===== config.mk =====
export PLATFORM = sky130hd
export DESIGN_NAME = fpu_exec_ctrl
export DESIGN_NICKNAME = d
export VERILOG_FILES = /design/src/rtl/fpu_exec_ctrl.sv
export SDC_FILE = /design/constraint.sdc
export NUM_CORES = 1
export LEC_CHECK = 0
export BUFFER_PORTS_ARGS = -buffer_cell sky130_fd_sc_hd__buf_4
export CORE_UTILIZATION = 39
export CTS_CLUSTER_DIAMETER = 100
export DETAILED_ROUTE_END_ITERATION = 8
export HOLD_SLACK_MARGIN = 0.02
export PLACE_DENSITY = 0.71
export SYNTH_ARGS = -nofsm -noshare
export SYNTH_HDL_FRONTEND = slang
export SYNTH_SLANG_ARGS = --single-unit

===== constraint.sdc =====
create_clock -name clk -period 2.8 [get_ports clk]
set_input_delay 0.14 -clock clk [delete_from_list [all_inputs] [get_ports clk]]
set_output_delay 0.14 -clock clk [all_outputs]
set_load 0.01 [all_outputs]

===== src/rtl/fpu_exec_ctrl.sv =====
// fpu_exec_ctrl: multi-cycle RV32F arithmetic sequencer (stall, unit handshake, write-back, sticky flags).
// Define FPU_FFLAGS_EN to build the accrued exception-flag register; otherwise fflags reads as zero.
module fpu_exec_ctrl #(
    parameter int ADD_LAT = 3,
    parameter int MUL_LAT = 4,
    parameter int DIV_LAT = 16
) (
    input  logic        clk,
    input  logic        rst,
    input  logic        fpu_en,
    input  logic [4:0]  fpu_op,
    input  logic [4:0]  rd_in,
    input  logic [31:0] rs1_val,
    input  logic [31:0] rs2_val,
    output logic        stall,
    output logic        illegal_instr,
    output logic        unit_start,
    output logic [1:0]  unit_op,
    output logic [31:0] unit_a,
    output logic [31:0] unit_b,
    input  logic [31:0] unit_result,
    input  logic [4:0]  unit_flags,
    output logic        wb_valid,
    output logic [4:0]  wb_rd,
    output logic [31:0] wb_data,
    input  logic        fflags_clr,
    output logic [4:0]  fflags
);
    localparam int MAX_AM = ADD_LAT > MUL_LAT ? ADD_LAT : MUL_LAT;
    localparam int MAX_LAT = MAX_AM > DIV_LAT ? MAX_AM : DIV_LAT;
    localparam int CW = $clog2(MAX_LAT + 1);
    localparam logic [1:0] IDLE = 2'd0, EXEC = 2'd1, WB = 2'd2;

    logic [1:0]    state_q, state_d;
    logic [CW-1:0] cnt_q, cnt_d;
    logic          start_q;
    logic [1:0]    op_q;
    logic [31:0]   a_q, b_q, data_q;
    logic [4:0]    rd_q;
    logic          accept, capture;

    assign accept        = state_q == IDLE && fpu_en && fpu_op <= 5'd3;
    assign capture       = state_q == EXEC && cnt_q == '0;
    assign illegal_instr = state_q == IDLE && fpu_en && fpu_op > 5'd3;
    assign stall         = accept || state_q == EXEC;
    assign wb_valid      = state_q == WB;
    assign unit_start    = start_q;
    assign unit_op       = op_q;
    assign unit_a        = a_q;
    assign unit_b        = b_q;
    assign wb_rd         = rd_q;
    assign wb_data       = data_q;

    always_comb begin
        state_d = accept ? EXEC : capture ? WB : state_q == WB ? IDLE : state_q;
        cnt_d = accept ? (fpu_op[1] ? (fpu_op[0] ? CW'(DIV_LAT - 1) : CW'(MUL_LAT - 1)) : CW'(ADD_LAT - 1))
              : (state_q == EXEC && !capture) ? cnt_q - CW'(1) : cnt_q;
    end

    always_ff @(posedge clk) begin
        if (rst) begin
            state_q <= IDLE;
            cnt_q   <= '0;
            start_q <= 1'b0;
            op_q    <= '0;
            a_q     <= '0;
            b_q     <= '0;
            rd_q    <= '0;
            data_q  <= '0;
        end else begin
            state_q <= state_d;
            cnt_q   <= cnt_d;
            start_q <= accept;
            if (accept) begin
                op_q <= fpu_op[1:0];
                a_q  <= rs1_val;
                b_q  <= rs2_val;
                rd_q <= rd_in;
            end
            if (capture) data_q <= unit_result;
        end
    end

`ifdef FPU_FFLAGS_EN
    logic [4:0] fflags_q;
    assign fflags = fflags_q;
    // A clear that coincides with a capture keeps only the new flags.
    always_ff @(posedge clk) begin
        if (rst) fflags_q <= '0;
        else if (capture) fflags_q <= fflags_clr ? unit_flags : fflags_q | unit_flags;
        else if (fflags_clr) fflags_q <= '0;
    end
`else
    logic unused_flags;
    assign unused_flags = ^{unit_flags, fflags_clr};
    assign fflags = '0;
`endif
endmodule


Yosys cells after proc, flatten, opt, wreduce, memory -nomap -nowiden
Cells that the tools add are included.
W data, S select, Z words.
- output and inout port bits: 112
- word-level logic and storage cells: 34
- register bits after elaboration: 111
- equality and inequality tests: 2
- reductions and logical operators: 13
- $lt $le $gt $ge: 2
- muxes and demuxes: 7
- add/subtract/negate cells: 1
- operators with widths (kind ; number):
    $mux W5 ; 2
    $mux W4 ; 2
    $gt A5 B2 Y1 const B ; 1
    $le A5 B2 Y1 const B ; 1
    $logic_and A1 B1 Y1 ; 5
    $logic_not A5 Y1 ; 1
    $sub A5 B1 Y5 const B ; 1
    $mux W2 ; 2
    $reduce_bool A2 Y1 ; 2
    $reduce_bool A3 Y1 ; 1
    $eq A2 B1 Y1 const B ; 1
    $eq A2 B2 Y1 const B ; 1
    $logic_not A2 Y1 ; 1
    $reduce_or A2 Y1 ; 1
    $logic_not A1 Y1 ; 1
    $logic_or A1 B1 Y1 ; 1
    $mux W1 ; 1

Depth between registers and ports, before layout
- depth in word-level cells: 6
- mapped depth: 7
- mapped depth without buffers: 5

Least setup slack after synthesis
OpenSTA, ideal clock, no wires.
- kind: flip-flop to flip-flop
- start: register cnt_q[0]
- end: register cnt_q[3]
- period minus slack after synthesis: 1.663 ns
- library setup time: 0.122 ns
- stages on the path, launching flop included: 7
- slack: 1.137 ns
- data arrival time: 1.542 ns
- cells stage by stage: dfxtp_1 -> inv_1 -> ha_1 -> or4b_1 -> buf_2 -> and3_1 -> o311a_1
- cells in the longest elaborated chain, start to end: 5
- ends and longest elaborated chain (element ; RTL line ; RTL):
    start: declaration ; 35 ; logic [CW-1:0] cnt_q, cnt_d;
    start signal: assignment ; 72 ; cnt_q <= cnt_d;
    branches (longest 5 deep; another with $sub A5 B1 Y5) ; n/a ;
Parallel ways; which one is timed is not known. The select of a mux whose other input is x is not followed.
A chain may end at the register's enable or synchronous reset.

Final worst setup path
- start: register cnt_q[0]
- end: register data_q[18] (netlist: wb_data[18])
- cells in the longest elaborated chain, start to end: 2
- ends and longest elaborated chain (element ; RTL line ; RTL):
    $logic_not A5 Y1 ; 43 ; assign capture = state_q == EXEC && cnt_q == '0;
    $logic_and A1 B1 Y1 ; 43 ;
    end signal: assignment ; 80 ; if (capture) data_q <= unit_result;
    end: declaration ; 38 ; logic [31:0] a_q, b_q, data_q;
Every way passes these cells.

==> flow_metrics.env <==
export IMPL_fin_setup_tns_ps=0
export IMPL_synth_top_cells_by_count="dfxtp_1, a21oi_1, nand3_1"
export IMPL_fmax_mhz=487
export IMPL_grt_max_degree=76
export IMPL_regArea_sq_um=2220
export IMPL_power_density_nw_per_um2=450
export IMPL_synth_edff_count=0
export IMPL_tightestPinTransition_ps=1130
export IMPL_clk_latency_ps=360
export IMPL_multi_input_area_sq_um=1830
export IMPL_critical_path_class="register to register"
export IMPL_synth_mux_area_frac=0
export IMPL_syn_area_per_cell_sq_um=8.20
export IMPL_cts_resized=0
export IMPL_r2r_cells=6
export IMPL_crit_arrival_ps=2340
export IMPL_synthCells=524
export IMPL_yosys_top_cells_area="dfxtp_1, a21oi_1, nand3_1"
export IMPL_hp_class="input port to register"
export IMPL_boundaryPins=227
export IMPL_leakage_nw=2.65
export IMPL_synth_seq_cells=111
export IMPL_slew_viol_final=0
export IMPL_synthArstFlopShare=0
export IMPL_critPathMaxFanout=22
export IMPL_synthesis_area_sq_um=4300
export IMPL_start_util=0.409
export IMPL_synthSimpleGateAreaFrac=0.160
export IMPL_grt_first_pass_wirelength_mm=20.7
export IMPL_final_nets=855
export IMPL_pwr_share_clk=0.292
export IMPL_grt_usage=0.224
export IMPL_synth_warnings=0
export IMPL_holdCritStartpoint="rs1_val[25]"
export IMPL_skew_ps=12.8
export IMPL_dr_total_vias=4655
export IMPL_crit_path_end_kind="register"
export IMPL_ys_types=31
export IMPL_maxCapViolCount=0
export IMPL_pwr_share_comb=0.152
export IMPL_relSlewSlack=0.245
export IMPL_dp_cells=825
export IMPL_yosys_area_share_adder=0.00291
export IMPL_syn2layout_area_growth_pct=51.4
export IMPL_stdcell_count=879
export IMPL_drt_pass1_iterations=6
export IMPL_worstSetupStartpointType="register"
export IMPL_drt_iter0_markers=348
export IMPL_routed_via_density=5.30
export IMPL_core_area_sq_um=10500
export IMPL_ys_flop_type="dfxtp_1"
export IMPL_clock_path_buffers=2
export IMPL_r2r_end="wb_data[18]"
export IMPL_io_buffers=215
export IMPL_cts_htree_levels=3
export IMPL_intPower_mw=2.16
export IMPL_sequentialPowerShare=0.556
export IMPL_outcome="complete, no violations"
export IMPL_die_y_um=107
export IMPL_setup_viol=0
export IMPL_final_hold_violation_count=0
export IMPL_holdPathStages=3
export IMPL_die_area_sq_um=11400
export IMPL_yosys_area_top_type="dfxtp_1"
export IMPL_fillCellCount=932
export IMPL_fin_crit_sh=0.733
export IMPL_cts_clk_slew_worst_paths_ps=110
export IMPL_num_antenna_cells=0
export IMPL_netSwitchingPower_mw=0.774
export IMPL_synthXorXnorAreaFrac=0
export IMPL_synth_most_common_cell="dfxtp_1"
export IMPL_synth_compound_area_frac=0.256
export IMPL_synth_top_family_by_area="compound AO/OA/AOI/OAI gates"
export IMPL_netlist_area_leader_share=0.517
export IMPL_gp_congestion=0.769
export IMPL_min_to="unit_a[25]"
export IMPL_grt_overflow=0
export IMPL_postCtsSetupBuffers=0
export IMPL_r2r_start="cnt_q[0]"
export IMPL_post_route_cells_drive_above_1_share=0.330
export IMPL_die_w_um=107
export IMPL_wire_per_inst_um=15.4
export IMPL_post_route_min_period_ps=2050
export IMPL_peakVddDrop_mv=0.253
export IMPL_grt_pass1_vias=4393
export IMPL_netSwitchingFraction=0.264
export IMPL_drtAntennaViolNets=0
export IMPL_cts_root_buf="clkbuf_8"
export IMPL_rrSetupSlack_ps=750
export IMPL_cp_required_ps=3080
export IMPL_drc_errors=0
export IMPL_tritoncts="done"
export IMPL_fp_row_count=37
export IMPL_clock_sinks=111
export IMPL_hpwl_mm=8.54
export IMPL_finalWirelength_mm=13.5
export IMPL_cts_buffers=9
export IMPL_ys_seq_area_frac=0.517
export IMPL_antenna_found_initial=0
export IMPL_grt_setup_unrepaired="false"
## cell families after synthesis
group | count (synthesis)
flip-flops | 111
adder cells (fa/ha/maj) | 1
buffers and inverters | 66
AO/OA/AOI/OAI | 216
AND/OR/NAND/NOR | 129
other | 1
## worst max-delay path: stages (launching register included)
cell     delay [ps]
dfxtp_1         330
inv_1            70
ha_1            220
nor4b_4         710
buf_4           380
nand3_1         120
a21oi_1         160
## metal layers
metal  wire (um)  up-vias  GRT usage  share of wire
li1            -     2293          -              -
met1        5400     2175      0.257           0.40
met2        6890      173      0.406           0.51
met3        1030       14     0.0565          0.076
met4         195        0     0.0695          0.014
met5           0        -          0              0
## sequential cells by signal, indices dropped and copies added, names as in the netlist
signal / flops
unit_b: 32
cnt_q: 5
state_q: 2
unit_a: 32
unit_start: 1
wb_rd: 5
wb_data: 32
unit_op: 2
## power groups by stage
stage / combinational, mW / sequential, mW / clock (mW)
finish: 0.446 / 1.63 / 0.857
global route: 0.483 / 1.63 / 0.953
CTS: 0.440 / 1.63 / 0.899
detailed placement: 0.399 / 1.66 / 0
global placement: 0.391 / 1.66 / 0
floorplan: 0.177 / 1.68 / 0
## placed cells by master (no fill, tap or decap), types with 4 or more instances in the layout
cell type,Yosys,routed
o21ai_0,87,87
clkbuf_8,0,9
nor2_1,4,4
dfxtp_1,111,111
o21ai_1,19,19
a21oi_1,104,104
conb_1,1,5
nand3_1,104,104
dlygate4sd3_1,0,39
buf_4,5,223
## metrics by stage
stage,cell area [sq um],power (mW),util,setup WS (ps),hold WS [ps]
5_1_grt,6510,3.07,0.619,580,21.9
3_5_place_dp,5950,2.06,0.566,781,410
2_1_floorplan,4310,1.85,-,1140,288
6_report,6510,2.93,0.619,748,42.0
4_1_cts,6480,2.97,0.616,751,20.0
3_3_place_gp,5950,2.05,0.566,825,404
## worst max path at each step
| stage | startpoint | end | depth (start not counted) |
|---|---|---|---|
| 2_1_floorplan | cnt_q[0] | cnt_q[3] | 6 |
| 3_3_place_gp | cnt_q[0] | wb_data[16] | 6 |
| 3_5_place_dp | cnt_q[0] | wb_data[0] | 6 |
| 4_1_cts | state_q[1] | stall | 4 |
| 5_1_grt | cnt_q[0] | wb_data[26] | 6 |
| 6_report | cnt_q[0] | wb_data[18] | 6 |
## layout make-up
type | instances | share of cell area
well taps | 136 | 0.0261
flip-flops and latches | 111 | 0.341
clock buffers | 10 | 0.0196
multi-input cells | 351 | 0.282
inverters | 2 | 0.00115
repair buffers | 264 | 0.323
clock inverters | 5 | 0.00654
## repair_timing
| item | in CTS | in global routing |
|---|---|---|
| hold buffers | 36 | 3 |
| endpoints found under the setup margin | 0 | 0 |
| hold endpoints to repair | 36 | 3 |
Note: power is estimated with default switching activity, not from simulation.
